## src/rtl/clk_div_monitor.sv

```systemverilog
// clk_div_monitor: divided-clock period/duty meter with lock and timeout flags; define CLK_DIV_MON_SYNC_EN for a 2-flop input synchronizer
module clk_div_monitor #(
    parameter int DIV_EXP    = 5,
    parameter int LOCK_CNT   = 4,
    parameter int MAX_PERIOD = 255,
    localparam int W         = $clog2(MAX_PERIOD + 1)
) (
    input  logic         i_clk_in,
    input  logic         i_rst,
    input  logic         i_sig,
    output logic         o_valid,
    output logic [W-1:0] o_period,
    output logic [W-1:0] o_high,
    output logic         o_lock,
    output logic         o_timeout
);
    localparam int CW = $clog2(LOCK_CNT + 1);
    localparam logic [W-1:0]  MAX_W  = W'(MAX_PERIOD);
    localparam logic [W-1:0]  DIV_W  = W'(DIV_EXP);
    localparam logic [W-1:0]  HLO_W  = W'(DIV_EXP / 2);
    localparam logic [W-1:0]  HHI_W  = W'((DIV_EXP + 1) / 2);
    localparam logic [CW-1:0] LOCK_C = CW'(LOCK_CNT);

    typedef enum logic [1:0] {S_WAIT, S_RUN, S_STALL} state_t;

    state_t        state_q, state_d;
    logic          s_q, sd_q, rise;
    logic [W-1:0]  per_cnt_q, per_cnt_d, hi_cnt_q, hi_cnt_d;
    logic [W-1:0]  period_q, period_d, high_q, high_d;
    logic [CW-1:0] match_q, match_d;
    logic          valid_q, valid_d, lock_q, lock_d, timeout_q, timeout_d;
    logic          per_full, is_match;

`ifdef CLK_DIV_MON_SYNC_EN
    logic meta_q;
    // two-flop synchronizer for asynchronous or negedge-generated sources
    always_ff @(posedge i_clk_in) begin
        if (i_rst) begin
            meta_q <= 1'b0;
            s_q    <= 1'b0;
        end else begin
            meta_q <= i_sig;
            s_q    <= meta_q;
        end
    end
`else
    // single capture flop for a posedge-synchronous source
    always_ff @(posedge i_clk_in) begin
        s_q <= i_rst ? 1'b0 : i_sig;
    end
`endif

    assign rise     = s_q & ~sd_q;
    assign per_full = per_cnt_q == MAX_W;
    assign is_match = per_cnt_q == DIV_W && (hi_cnt_q == HLO_W || hi_cnt_q == HHI_W);

    // measurement counters, lock tracking and state transitions
    always_comb begin
        state_d  = state_q;
        valid_d  = 1'b0;
        period_d = period_q;
        high_d   = high_q;
        match_d  = match_q;
        per_cnt_d = rise ? W'(1) : per_full ? per_cnt_q : per_cnt_q + W'(1);
        hi_cnt_d  = rise ? W'(1) : (s_q && hi_cnt_q != MAX_W) ? hi_cnt_q + W'(1) : hi_cnt_q;
        if (rise) begin
            state_d = S_RUN;
            if (state_q == S_RUN) begin
                valid_d  = 1'b1;
                period_d = per_cnt_q;
                high_d   = hi_cnt_q;
                match_d  = !is_match ? '0 : (match_q == LOCK_C) ? match_q : match_q + CW'(1);
            end
        end else if (per_full) begin
            state_d = S_STALL;
            match_d = '0;
        end
        lock_d    = match_d == LOCK_C;
        timeout_d = state_d == S_STALL;
    end

    // state and output registers
    always_ff @(posedge i_clk_in) begin
        if (i_rst) begin
            state_q   <= S_WAIT;
            sd_q      <= 1'b0;
            per_cnt_q <= '0;
            hi_cnt_q  <= '0;
            period_q  <= '0;
            high_q    <= '0;
            match_q   <= '0;
            valid_q   <= 1'b0;
            lock_q    <= 1'b0;
            timeout_q <= 1'b0;
        end else begin
            state_q   <= state_d;
            sd_q      <= s_q;
            per_cnt_q <= per_cnt_d;
            hi_cnt_q  <= hi_cnt_d;
            period_q  <= period_d;
            high_q    <= high_d;
            match_q   <= match_d;
            valid_q   <= valid_d;
            lock_q    <= lock_d;
            timeout_q <= timeout_d;
        end
    end

    assign o_valid   = valid_q;
    assign o_period  = period_q;
    assign o_high    = high_q;
    assign o_lock    = lock_q;
    assign o_timeout = timeout_q;
endmodule

```

## config.mk

```make
export PLATFORM = sky130hd
export DESIGN_NAME = clk_div_monitor
export DESIGN_NICKNAME = d
export VERILOG_FILES = /design/src/rtl/clk_div_monitor.sv
export SDC_FILE = /design/constraint.sdc
export NUM_CORES = 1
export LEC_CHECK = 0
export CAP_MARGIN = 20
export CORE_MARGIN = 2
export CORE_UTILIZATION = 58
export DETAILED_ROUTE_END_ITERATION = 12
export PLACE_DENSITY = 0.83
export SYNTH_ARGS = -nofsm -noshare
export SYNTH_HDL_FRONTEND = slang
export SYNTH_SLANG_ARGS = --single-unit
```

## constraint.sdc

```tcl
create_clock -name i_clk_in -period 3.5 [get_ports i_clk_in]
set_clock_uncertainty 0.2 [all_clocks]
set_input_delay 0.525 -clock i_clk_in [delete_from_list [all_inputs] [get_ports i_clk_in]]
set_output_delay 0.525 -clock i_clk_in [all_outputs]
set_load 0.005 [all_outputs]
```

# Word level (Yosys, flattened, before mapping)
# Cells that the tools add are included.
# W data, S select, Z words.
dict set report word_totals {
  word_cells 48
  regBits 42
  inputBits 3
  output_inout_bits 19
}
dict set report classes {
  n_mux 12
  n_addsub 3
  n_bitwise 3
  n_reduce_logical 7
  eq_ne 10
}
# cell n
set ops {}
lappend ops {{$add A8 B1 Y8 const B} 2}
lappend ops {{$eq A8 B2 Y1 const B} 2}
lappend ops {{$mux W3} 5}
lappend ops {{$eq A8 B3 Y1 const B} 1}
lappend ops {{$eq A8 B8 Y1 const B} 1}
lappend ops {{$ne A8 B8 Y1 const B} 1}
lappend ops {{$eq A3 B3 Y1 const B} 2}
lappend ops {{$mux W1} 5}
lappend ops {{$mux W2} 2}
lappend ops {{$reduce_or A2 Y1} 2}
lappend ops {{$add A3 B1 Y3 const B} 1}
lappend ops {{$eq A2 B1 Y1 const B} 1}
lappend ops {{$eq A2 B2 Y1 const B} 1}
lappend ops {{$logic_and A1 B1 Y1} 2}
lappend ops {{$ne A2 B2 Y1 const B} 1}
lappend ops {{$not A1 Y1} 2}
lappend ops {{$reduce_and A2 Y1} 1}
lappend ops {{$reduce_bool A2 Y1} 1}
lappend ops {{$and A1 B1 Y1} 1}
lappend ops {{$logic_or A1 B1 Y1} 1}

# Longest topological paths before layout
dict set report logic_depth {
  depth_word 7
  depth_mapped 7
}

# Worst setup path before layout
# No wires, ideal clock.
dict set report synth_path {
  path_type {reg2reg}
  from {register per_cnt_q[0]}
  to {register lock_q, in the netlist o_lock}
  arrival_ns 1.557
  required_ns 3.239
  stages_incl_launch_ff 7
  synth_period_minus_slack_ns 1.818
  setup_slack_ns 1.682
  cell_sequence {dfxtp_1 > ha_1 > and2_1 > nand4_4 > and3_4 > nor4_2 > and4_1}
}
dict set report synth_between {
  elab_chain_cells 6
  elab_cells_between_ends 8
}
# item line_no
set synth_lines {}
lappend synth_lines {{start, declared} 28} ;# logic [W-1:0] per_cnt_q, per_cnt_d, hi_cnt_q, hi_cnt_d;
lappend synth_lines {{start signal, assigned} 98} ;# per_cnt_q <= per_cnt_d;
lappend synth_lines {{$eq A8 B3 Y1} 55} ;# assign is_match = per_cnt_q == DIV_W && (hi_cnt_q == HLO_W || hi_cnt_q == HHI_W);
lappend synth_lines {{$logic_and A1 B1 Y1} 55}
lappend synth_lines {{$mux W3} 72} ;# match_d = !is_match ? '0 : (match_q == LOCK_C) ? match_q : match_q + CW'(1);
lappend synth_lines {{$mux W3} 68} ;# if (state_q == S_RUN) begin
lappend synth_lines {{$mux W3 (*)} 66} ;# if (rise) begin
lappend synth_lines {{$eq A3 B3 Y1 (*)} 78} ;# lock_d = match_d == LOCK_C;
lappend synth_lines {{end signal, assigned} 104} ;# lock_q <= lock_d;
lappend synth_lines {{end, declared} 31} ;# logic valid_q, valid_d, lock_q, lock_d, timeout_q, timeout_d;
# Mark *: on every way between the ends. The rest lies on a longest branch, timed or not.
# A chain may end at the register's enable or synchronous reset.

# Worst setup path in the final report
# Same ends and word-level chain as after synthesis.

==> impl_metrics.json <==
{
  "maxClockFrequency_mhz": 456,
  "die-height_um": 59.1,
  "cts-root-buf": "clkbuf_4",
  "p_comb_share_pct": 4.2,
  "area_growth_pct": 18.7,
  "worst_pin_slew_ps": 609,
  "status": "completed",
  "tns_ps": 0,
  "avgSynthCellArea_um2": 8.68,
  "core_area_um2": 2980,
  "cp_slowest_cell": "dfxtp_1",
  "power_frac_seq_pct": 52.9,
  "grt_antenna_before_repair": 0,
  "stdcell_area_um2": 2090,
  "synthCells": 203,
  "min_period_ps": 2190,
  "yosysSeqAreaShare_pct": 47.7,
  "drv_cap": 0,
  "viasPerCell": 5.77,
  "pre_cts_ws_ps": 1050,
  "port_buffers": 21,
  "h-tree-depth": 2,
  "drt_wl_total_um": 3620,
  "fp.dieW_um": 59.1,
  "ys_ff_latch": 42,
  "leakage_uw": 0.000732,
  "num_vias": 1488,
  "routabilityCongestion": 0.864,
  "finalPower_uw": 932,
  "vdd_drop_max_mv": 0.243,
  "p_per_area_nw_per_um2": 445,
  "drt_iter0_drc": 72,
  "power.internal_uw": 741,
  "rsz0062_at_grt": "no",
  "fillCellCount": 235,
  "crit_chain": "ha_1 > and2_1 > nand4_4 > and3_4 > nor4_2 > and4_1",
  "register_area_um2": 841,
  "clk_pin_slew_ps": 120,
  "post_cts_buffers": 0,
  "hold_buffers": 0,
  "layout-drive-gt1-share_pct": 6.22,
  "wl_per_cell_um": 14.0,
  "final_max_slew_viol_count": 0,
  "r2r_setup_slack_ps": 1310,
  "final_cell_mix": "42 x dfxtp_1, 39 x nand2_1, 26 x a21oi_1",
  "crit_required_ps": 3610,
  "end_kind": "flip-flop",
  "cts.repair.resized": 0,
  "synthDistinctLibCells": 36,
  "mostFrequentLayoutCell": "dfxtp_1",
  "synth_top_area_share_pct": 47.7,
  "place_area_um2": 1980,
  "grt_pass1_vias": 1299,
  "relSlewSlack_pct": 59.3,
  "route.detailed.drc": 0,
  "design.die.area_um2": 3500,
  "power_switching_uw": 191,
  "rows": 20,
  "grt_usage_pct": 23.4,
  "synthesis.area_um2": 1760,
  "fin_crit_sh_pct": 62.7,
  "dr.pass1.iters": 5,
  "yosysTopAreaCell": "dfxtp_1",
  "dp.final_hpwl_um": 2630,
  "cts_buffers": 5,
  "antenna_cells": 0,
  "fin_ws_ps": 1310,
  "initial_core_util_pct": 59.2,
  "grt-ovfl-total": 0,
  "cts_tree": "yes",
  "yosys_warnings": 0,
  "worstSetupStartpointType": "flip-flop",
  "dp_cells": 250,
  "fin_nets": 233,
  "antenna_left": 0,
  "ioPinCount": 22,
  "grt_pass1_wl_um": 6000,
  "finalNonFillerCells": 258,
  "max_stage_delay_ps": 440,
  "cts.sinks": 42,
  "grt_max_degree": 23,
  "setup_viol_count_final": 0,
  "synthTopCellsByArea": "dfxtp_1 48%, nand2_1 8.3%, a21oi_1 7.4%, ha_1 4.3%, nor2_1 3.2%",
  "swShare_pct": 20.5,
  "crit_buf_inv": 0,
  "ctsLongestPathBuffers": 2,
  "arrival_ps": 2300,
  "crit_family": "simple AND/OR/NAND/NOR gates",
  "multi_input_area_um2": 858,
  "hold_path.class": "flip-flop to flip-flop",
  "crit_type": "flip-flop to flip-flop",
  "clkLatencyLatePin_ps": 350,
  "p_clk_share_pct": 42.8,
  "final_hold_viol_count": 0,
  "syn_nets": 212,
  "worst-path-max-fanout": 12
}
==> layout make-up <==
cell class / instances / share of cell area (%)
Multi-Input combinational cell: 147 / 41.0
Sequential cell: 42 / 40.2
Timing Repair Buffer: 22 / 10.4
Clock inverter: 2 / 2.87
Clock buffer: 6 / 2.45
Tap cell: 33 / 1.97
Inverter: 6 / 1.08
==> cells by family after synthesis <==
family	after synthesis	synth area share (%)
simple gates	92	26.9
xor+xnor	10	4.97
compound gates	39	12.6
buf+inv	14	3.62
flops	42	47.7
fa+ha+maj	6	4.26
==> power groups by stage <==
| stage | registers [uW] | logic [uW] | clock network [uW] |
|---|---|---|---|
| floorplan | 502 | 28.6 | 0 |
| global placement | 503 | 37.8 | 0 |
| detailed placement | 504 | 38.9 | 0 |
| CTS | 493 | 39.4 | 405 |
| global route | 495 | 44.4 | 430 |
| finish | 493 | 39.3 | 399 |
==> per-stage QoR <==
stage | hold WS (ps) | utilization [%]
6_report | 266 | 70.3
2_1_floorplan | 238 | -
4_1_cts | 264 | 70.3
3_5_place_dp | 248 | 66.5
5_1_grt | 281 | 70.3
3_3_place_gp | 245 | 66.5
==> path summary, 6_finish.rpt <==
path | from | to | cells after the start
worst min-delay path | o_period[7]$_SDFFE_PP0P_ | o_period[7]$_SDFFE_PP0P_ | 2
worst min register to register | o_period[7]$_SDFFE_PP0P_ | o_period[7]$_SDFFE_PP0P_ | 2
worst max-delay path | per_cnt_q[0]$_SDFFE_PP0P_ | o_lock$_SDFF_PP0_ | 6
worst max register to register | per_cnt_q[0]$_SDFFE_PP0P_ | o_lock$_SDFF_PP0_ | 6
==> Yosys cell counts, drive strengths merged <==
cell and instances:
xor2 4, ha 6, a21oi 26, a31oi 1, clkbuf 5, xnor2 6, and3 4, and4b 1
a32o 1, buf 2, nor3 5, inv 6, and2b 1, dlymetal6s2s 1, nand4 5, a311oi 1
o2111ai 1, and2 3, nor4b 1, and4 1, nor2b 4, o21a 2, o21ai 4, a211oi 2
nand3 6, o211ai 1, or3 1, nor4 4, dfxtp 42, nand2b 2, nor2 15, nand2 39
==> metal layers <==
layer	up-vias	share of wire, %	global-route usage (%)
li1	739	-	-
met1	681	45	32.4
met2	60	46	34.4
met3	8	7.2	7.86
met4	0	1.2	7.14
met5	-	0	0
==> worst min-delay path, stage by stage (launching register included) <==
cell and delay [ps]:
dfxtp_1 330, nand2_1 50, a21oi_1 50
==> flip-flops by register name, summed over array words and instances, names as in the netlist, 2 cells and up <==
signal / cells
per_cnt_q: 8
hi_cnt_q: 8
o_high: 8
state_q: 2
o_period: 8
match_q: 3
(Power assumes the default switching activity.)
